`src/rtl/fetch_pkg.sv`:
```
// Shared types and constants for the instruction fetch stage.
// Includes the fetch FSM state encoding, the reset NOP and the PC step.
package fetch_pkg;

  typedef enum logic [1:0] {
    S_IDLE    = 2'd0,
    S_WAIT    = 2'd1,
    S_DISCARD = 2'd2,
    S_HOLD    = 2'd3
  } fetch_state_t;

  localparam logic [31:0] NOP_INSN = 32'h00000013;
  localparam int          PC_INCR  = 4;

endpackage

```
`src/rtl/if_id_register.sv`:
```
// IF/ID pipeline register with load / bubble / hold control.
// Load wins over bubble; a bubble clears valid but keeps the payload.
module if_id_register
  import fetch_pkg::*;
#(
  parameter int BUS_DATA_WIDTH = 64,
  parameter int INSN_WIDTH     = 32
) (
  input  logic                      clk,
  input  logic                      reset_n,
  input  logic                      in_load,
  input  logic                      in_bubble,
  input  logic [INSN_WIDTH-1:0]     in_insn,
  input  logic [BUS_DATA_WIDTH-1:0] in_pc,
  output logic [INSN_WIDTH-1:0]     out_insn,
  output logic [BUS_DATA_WIDTH-1:0] out_pc,
  output logic                      out_valid
);

  logic [INSN_WIDTH-1:0]     r_insn;
  logic [BUS_DATA_WIDTH-1:0] r_pc;
  logic                      r_valid;

  always_ff @(posedge clk or negedge reset_n) begin
    if (!reset_n) begin
      r_insn  <= INSN_WIDTH'(NOP_INSN);
      r_pc    <= '0;
      r_valid <= 1'b0;
    end else if (in_load) begin
      r_insn  <= in_insn;
      r_pc    <= in_pc;
      r_valid <= 1'b1;
    end else if (in_bubble) begin
      r_valid <= 1'b0;
    end
  end

  assign out_insn  = r_insn;
  assign out_pc    = r_pc;
  assign out_valid = r_valid;

endmodule

```
`src/rtl/instruction_fetch_stage.sv`:
```
// Fetch stage: owns the PC, handshakes with the I-cache and feeds IF/ID.
// A one-entry skid buffer catches a response that arrives while decode is blocked.
module instruction_fetch_stage
  import fetch_pkg::*;
#(
  parameter int                        BUS_DATA_WIDTH = 64,
  parameter int                        INSN_WIDTH     = 32,
  parameter logic [BUS_DATA_WIDTH-1:0] RESET_PC       = '0
) (
  input  logic                      clk,
  input  logic                      reset_n,
  input  logic                      in_stall,
  input  logic                      in_stall_from_dcache,
  input  logic                      in_redirect_valid,
  input  logic [BUS_DATA_WIDTH-1:0] in_redirect_pc,
  output logic                      out_icache_req,
  output logic [BUS_DATA_WIDTH-1:0] out_icache_addr,
  input  logic                      in_icache_resp_valid,
  input  logic [INSN_WIDTH-1:0]     in_icache_resp_insn,
  output logic                      out_stall_from_icache,
  output logic [INSN_WIDTH-1:0]     out_insn,
  output logic [BUS_DATA_WIDTH-1:0] out_pc,
  output logic                      out_valid
);

  fetch_state_t              r_state, w_state_next;
  logic [BUS_DATA_WIDTH-1:0] r_pc, w_pc_next;
  logic [INSN_WIDTH-1:0]     r_skid_insn;
  logic [BUS_DATA_WIDTH-1:0] r_skid_pc;

  logic                      w_blocked;
  logic [BUS_DATA_WIDTH-1:0] w_redirect_tgt;
  logic [BUS_DATA_WIDTH-1:0] w_pc_plus;
  logic                      w_skid_load;
  logic                      w_ifid_load;
  logic                      w_ifid_bubble;
  logic [INSN_WIDTH-1:0]     w_ifid_insn;
  logic [BUS_DATA_WIDTH-1:0] w_ifid_pc;

  assign w_blocked      = in_stall | in_stall_from_dcache;
  assign w_redirect_tgt = in_redirect_pc & ~BUS_DATA_WIDTH'(3);
  assign w_pc_plus      = r_pc + BUS_DATA_WIDTH'(PC_INCR);

  always_ff @(posedge clk or negedge reset_n) begin
    if (!reset_n) begin
      r_state     <= S_IDLE;
      r_pc        <= RESET_PC;
      r_skid_insn <= '0;
      r_skid_pc   <= '0;
    end else begin
      r_state <= w_state_next;
      r_pc    <= w_pc_next;
      if (w_skid_load) begin
        r_skid_insn <= in_icache_resp_insn;
        r_skid_pc   <= r_pc;
      end
    end
  end

  always_comb begin
    w_state_next          = r_state;
    w_pc_next             = r_pc;
    w_skid_load           = 1'b0;
    w_ifid_load           = 1'b0;
    w_ifid_bubble         = 1'b0;
    w_ifid_insn           = in_icache_resp_insn;
    w_ifid_pc             = r_pc;
    out_icache_req        = 1'b0;
    out_stall_from_icache = 1'b0;
    unique case (r_state)
      S_IDLE: begin
        out_stall_from_icache = 1'b1;
        w_state_next          = S_WAIT;
      end
      S_WAIT: begin
        out_icache_req        = 1'b1;
        out_stall_from_icache = ~in_icache_resp_valid;
        if (in_redirect_valid) begin
          // A response in the redirect cycle is wrong-path; with none, one is still owed.
          w_pc_next     = w_redirect_tgt;
          w_ifid_bubble = 1'b1;
          w_state_next  = in_icache_resp_valid ? S_WAIT : S_DISCARD;
        end else if (in_icache_resp_valid) begin
          w_pc_next = w_pc_plus;
          if (w_blocked) begin
            w_skid_load  = 1'b1;
            w_state_next = S_HOLD;
          end else begin
            w_ifid_load = 1'b1;
          end
        end else if (!w_blocked) begin
          w_ifid_bubble = 1'b1;
        end
      end
      S_DISCARD: begin
        out_stall_from_icache = 1'b1;
        if (in_redirect_valid) w_pc_next = w_redirect_tgt;
        if (in_icache_resp_valid) w_state_next = S_WAIT;
        if (!w_blocked) w_ifid_bubble = 1'b1;
      end
      S_HOLD: begin
        w_ifid_insn = r_skid_insn;
        w_ifid_pc   = r_skid_pc;
        if (in_redirect_valid) begin
          w_pc_next     = w_redirect_tgt;
          w_ifid_bubble = 1'b1;
          w_state_next  = S_WAIT;
        end else if (!w_blocked) begin
          w_ifid_load  = 1'b1;
          w_state_next = S_WAIT;
        end
      end
      default: w_state_next = S_IDLE;
    endcase
  end

  assign out_icache_addr = r_pc;

  if_id_register #(
    .BUS_DATA_WIDTH(BUS_DATA_WIDTH),
    .INSN_WIDTH    (INSN_WIDTH)
  ) u_if_id (
    .clk      (clk),
    .reset_n  (reset_n),
    .in_load  (w_ifid_load),
    .in_bubble(w_ifid_bubble),
    .in_insn  (w_ifid_insn),
    .in_pc    (w_ifid_pc),
    .out_insn (out_insn),
    .out_pc   (out_pc),
    .out_valid(out_valid)
  );

endmodule

```
`config.mk`:
```
export PLATFORM = sky130hd
export DESIGN_NAME = instruction_fetch_stage
export DESIGN_NICKNAME = d
export VERILOG_FILES = /design/src/rtl/fetch_pkg.sv /design/src/rtl/if_id_register.sv /design/src/rtl/instruction_fetch_stage.sv
export SDC_FILE = /design/constraint.sdc
export NUM_CORES = 1
export LEC_CHECK = 0
export CORE_MARGIN = 1.5
export CORE_UTILIZATION = 56
export CTS_CLUSTER_DIAMETER = 60
export CTS_CLUSTER_SIZE = 28
export DETAILED_ROUTE_END_ITERATION = 6
export HOLD_SLACK_MARGIN = 0.15
export PLACE_DENSITY_LB_ADDON = 0.12
export SLEW_MARGIN = 20
export SYNTH_ARGS = -nofsm -noshare
export SYNTH_HDL_FRONTEND = slang
export SYNTH_HIERARCHICAL = 1
export SYNTH_SLANG_ARGS = --single-unit
```
`constraint.sdc`:
```
create_clock -name clk -period 4.7 [get_ports clk]
set_input_delay 0.94 -clock clk [delete_from_list [all_inputs] [get_ports clk]]
set_output_delay 0.94 -clock clk [all_outputs]
set_load 0.005 [all_outputs]
```
# [Word level (Yosys, flattened, before mapping)]
# Index checks and enable logic that the tools add are counted.
[totals] in_bits=102 reg_bits=259 out_inout_bits=163
[classes] bitwise=2 n_addsub=1 n_reduce_logical=7 muxes=31 n_eq_ne=8
[ops] op="two-way mux 64 bit" count=4
[ops] op="case mux 64 bit (2 select lines)" count=1
[ops] op="adder 64 x 3 -> 64 bit, second input constant" count=1
[ops] op="two-way mux 32 bit" count=1
[ops] op="two-way mux 1 bit" count=14
[ops] op="two-way mux 2 bit" count=7
[ops] op="!= test 3 bit, second input constant" count=3
[ops] op="case mux 2 bit (4 select lines)" count=1
[ops] op="== test 2 bit, second input constant" count=2
[ops] op="case mux 1 bit (2 select lines)" count=2
[ops] op="AND reduction 4 bit" count=1
[ops] op="nonzero test 2 bit" count=2
[ops] op="OR reduction 2 bit" count=2
[ops] op="case mux 1 bit (3 select lines)" count=1
[ops] op="AND reduction 3 bit" count=1
[ops] op="== test 2 x 1 -> 1 bit, second input constant" count=1
[ops] op="logical NOT 2 bit" count=1
[ops] op="!= test 2 x 1 -> 1 bit, second input constant" count=1
[ops] op="!= test 2 bit, second input constant" count=1
[ops] op="NOT 1 bit" count=1
[ops] op="OR 1 bit" count=1

# [Longest topological paths before layout]
[depth] word_depth=7 depth_mapped=9 mapped_depth_nobuf=7

# [By module]
# Netlist, hierarchy kept.
[by_module_without_submodules] mod="instruction_fetch_stage" n_inst=1 seq_area_each_um2=3953.8 cells_per_inst=879 area_each_um2=8908.5
[by_module_without_submodules] mod="if_id_register" n_inst=1 seq_area_each_um2=2431.1 cells_per_inst=206 area_each_um2=3718.6

# [Worst setup path after synthesis]
# OpenSTA, ideal clock, no wires.
[synth_timing] kind="input-to-reg" from="input in_redirect_valid" to="register r_skid_insn[16]" t_required_ns=4.575 path_buffers=3 setup_time_ns=0.125 path_stages=7 path_slack_ns=1.941 t_arrival_ns=2.634 path_cell_list="clkbuf_1 nor2_1 nand2_1 nor2_1 clkbuf_1 clkbuf_1 mux2_2"
[synth_between] elab_chain_cells=2
[synth_rtl] item="start: declaration" line="instruction_fetch_stage.sv:14" source="input logic in_redirect_valid,"
[synth_rtl] item="two-way mux 1 bit" line="instruction_fetch_stage.sv:78" source="if (in_redirect_valid) begin"
[synth_rtl] item="two-way mux 1 bit" line="instruction_fetch_stage.sv:70" source="unique case (r_state)"
[synth_rtl] item="end signal: assignment" line="instruction_fetch_stage.sv:54" source="r_skid_insn <= in_icache_resp_insn;"
[synth_rtl] item="end: declaration" line="instruction_fetch_stage.sv:28" source="logic [INSN_WIDTH-1:0] r_skid_insn;"
# Every way passes these cells.
# A chain may end at the register's enable or synchronous reset.

# [Worst setup path after layout]
[layout_timing] from="input in_icache_resp_valid" to="output out_stall_from_icache"
[layout_between] elab_chain_cells=2
[layout_rtl] item="start: declaration" line="instruction_fetch_stage.sv:18" source="input logic in_icache_resp_valid,"
[layout_rtl] item="NOT 1 bit" line="instruction_fetch_stage.sv:77" source="out_stall_from_icache = ~in_icache_resp_valid;"
[layout_rtl] item="case mux 1 bit (2 select lines)" line="instruction_fetch_stage.sv:70"
[layout_rtl] item="end: declaration" line="instruction_fetch_stage.sv:20" source="output logic out_stall_from_icache,"
# Every way passes these cells.

==> summary.md <==
| Metric | Value |
|---|---|
| Core Region | `22000 sq um` |
| Share of cells above drive strength 1 | `0.272` |
| Worst path arrival time | `2330 ps` |
| Top cell by count, worst path | `clkdlybuf4s50_1` |
| Antenna Nets Post-Route | `0` |
| Critical path type | `input port to output port` |
| Syn-to-layout area delta | `28.5%` |
| Fraction of registers with async set/reset | `1.00` |
| Failing checks | `DRC` |
| Initial Util | `0.575` |
| Max-slew violations | `0` |
| DP Wirelength | `21900 um` |
| Fmax | `305 MHz` |
| Crit-path max FO | `5` |
| Clock Latency Late Sink | `530 ps` |
| Crit path time final | `3270 ps` |
| Flops & latches, synth | `255` |
| PortBufs | `260` |
| Vias post-DR | `9614` |
| Ys flop type | `dfrtp_1` |
| Layout Nets | `1406` |
| Commonest non-fill, non-tap cell in the layout | `clkdlybuf4s50_1` |
| Root Buffer | `clkbuf_16` |
| Hold Violations, Final | `0` |
| Slowest cell on the critical path | `clkdlybuf4s50_1` |
| Clock transition at path regs | `70 ps` |
| Total Neg Setup Slack | `0 ps` |
| Hold Path Class | `input port to async pin` |
| GRT Overall Usage | `0.274` |
| # hold bufs at CTS | `0` |
| Tcrit/Tclk final | `0.697` |
| Final WL | `32600 um` |
| Clk_skew | `22.5 ps` |
| Number of global-route vias before repair | `9533` |
| Largest net degree at the start of global routing | `114` |
| CP peak stage delay | `600 ps` |
| Routed wire length per instance | `20.4 um` |
| Number of max-cap violations | `0` |
| DR pass1 iterations | `7` |
| Least-Margin Pin Slew | `886 ps` |
| Routability cong. | `0.828` |
| First-pass GRT wire length | `51700 um` |
| CP Cell Sequence | `clkdlybuf4s50_1 -> o21ai_0 -> clkdlybuf4s50_1` |
| Fillers | `1551` |
| Die Ht | `153 um` |
| TritonCTS buffer count | `22` |
| Most frequent cells in the layout | `259 x clkdlybuf4s50_1, 255 x mux2_2, 252 x dfrtp_1` |
| Seq/Total Area, Yosys | `0.506` |
| Setup Fix Bufs, Post-CTS | `0` |
| CP Capture Type | `output port` |
| Area contributors post-synth | `dfrtp_1 50%, mux2_2 23%, mux2_4 3.4%, a21oi_1 2.5%, nand3_1 2.0%` |
| Power Dens Cells | `548 nW/um^2` |
| Top cell type's share of synthesized area | `0.499` |
| Setup violations, final | `0` |
| Synthesized cell area | `12600 sq um` |
| DRT iter0 DRCs | `673` |
| Status | `complete, but fails checks` |
| Yosys warnings | `6` |
| Die Wd | `153 um` |
| Worst EP required | `3760 ps` |
| Static Leak | `0.00645 uW` |
| Worst setup margin | `1430 ps` |
| Post-synth top area cell | `dfrtp_1` |
| Place WS | `1330 ps` |
| Cell row count | `54` |
| RSZ-0062 raised after global routing | `false` |
| Die area | `23500 sq um` |
| Post-synth cell types | `58` |
| Avg Synthesized Cell Area | `11.6 sq um` |
| DRC viols | `30` |
| Cells resized by post-CTS repair | `0` |
| Worst slew margin | `0.409` |
| Vias per cell | `6.01` |
| CTS tree | `built` |
| Kind of start point of the critical path | `input port` |
| Antenna violations before repair | `3` |
| IO Count | `265` |
| Number of flops mapped to enable cells by yosys | `0` |
| Clock tree buffer depth | `3` |
| Synth Instances | `1085` |
| H-tree lvl count | `1` |
| Maximum vdd drop | `0.000362 V` |
| Clk sinks | `255` |
| Grt ovf | `0` |
flip-flops by register name, summed over array words and instances, names as in the netlist:
signal	count
out_icache_addr	62
r_skid_insn	32
r_skid_pc	62
r_state	2
u_if_id/out_insn	32
u_if_id/out_pc	64
u_if_id/out_valid	1
through the flow:
| step | cell area [sq um] | power [uW] | utilization | instances | hold WS, ps |
|---|---|---|---|---|---|
| global route | 16200 | 9350 | 0.739 | 1598 | 484 |
| finish | 16200 | 8890 | 0.739 | 1599 | 413 |
| detailed placement | 15400 | 6930 | 0.703 | 1559 | 472 |
| floorplan | 12600 | 5250 | - | 1088 | 477 |
| CTS | 16200 | 8950 | 0.739 | 1598 | 483 |
| global placement | 15400 | 6800 | 0.703 | 1559 | 464 |
cells in the mapped netlist (3+ instances only):
library cell	n
and3_1	18
buf_1	8
a2bb2oi_1	11
a211oi_1	7
inv_1	9
nor4_1	13
buf_4	3
a311oi_1	5
o211ai_1	4
dfstp_2	3
mux2_4	29
nor2_1	57
clkbuf_1	61
buf_6	6
dfrtp_1	252
mux2_2	255
or2_2	5
and4_1	7
nand3_1	51
nor3_1	26
buf_2	7
nand4_1	20
o21ai_0	32
o22a_1	4
nand2_1	55
o31ai_1	6
a31oi_1	5
or4_1	3
o22ai_1	19
a21oi_1	64
or3_1	4
power breakdown:
group	switching, uW	internal, uW	leakage (uW)
combinational	1040	2040	0.00312
clock	914	1080	0.000380
sequential	723	3100	0.00296
total	2680	6220	0.00645
cell type report:
| cell class | instances | area (sq um) | share of cell area |
|---|---|---|---|
| diodes | 1 | 2.50 | 0.000154 |
| clock buffers | 26 | 607 | 0.0374 |
| clock inverters | 13 | 178 | 0.0109 |
| inverters | 9 | 33.8 | 0.00208 |
| multi-input cells | 739 | 5880 | 0.362 |
| flip-flops and latches | 255 | 6380 | 0.394 |
| well taps | 280 | 350 | 0.0216 |
| repair buffers | 276 | 2790 | 0.172 |
per-layer routing:
layer	share of wire	vias up	routed length, um	global-route usage
met5	0.00083	-	27	0
met2	0.47	331	15300	0.440
met4	0.020	4	667	0.0668
met3	0.075	51	2450	0.0621
li1	-	4436	-	-
met1	0.43	4792	14100	0.380
worst paths after layout:
| check | startpoint | end | slack (ps) | depth (start not counted) |
|---|---|---|---|---|
| setup / recovery | in_icache_resp_valid | out_stall_from_icache | 1430 | 3 |
| hold / removal | reset_n | u_if_id/out_pc[58]$_DFFE_PN0P_ | 410 | 1 |
| hold reg to reg | u_if_id/out_valid$_DFFE_PN0P_ | u_if_id/out_valid$_DFFE_PN0P_ | 480 | 1 |
| setup reg to reg | out_icache_addr[12]$_DFFE_PN0P_ | out_icache_addr[59]$_DFFE_PN0P_ | 1730 | 6 |
| max in group asynchronous | reset_n | u_if_id/out_insn[4]$_DFFE_PN1P_ | 3180 | 2 |
| min in group clk | u_if_id/out_valid$_DFFE_PN0P_ | u_if_id/out_valid$_DFFE_PN0P_ | 480 | 1 |
kinds of logic (layout without fill, tap and decap cells):
family                     Yosys count  after routing  share of synthesized area
and+or+nand+nor                    269            269                      0.108
adders and majority gates            1              1                   0.000991
other                                1              5                   0.000297
AOI/OAI and AO/OA                  180            180                     0.0898
DFF                                255            255                      0.506
buffers and inverters               94            324                     0.0331
muxes                              285            285                      0.263
critical path, delay by kind of cell:
family          cells  cell delay, ps
compound gates      1             310
buf+inv             2            1080
Power figures use the tool's default switching activity.
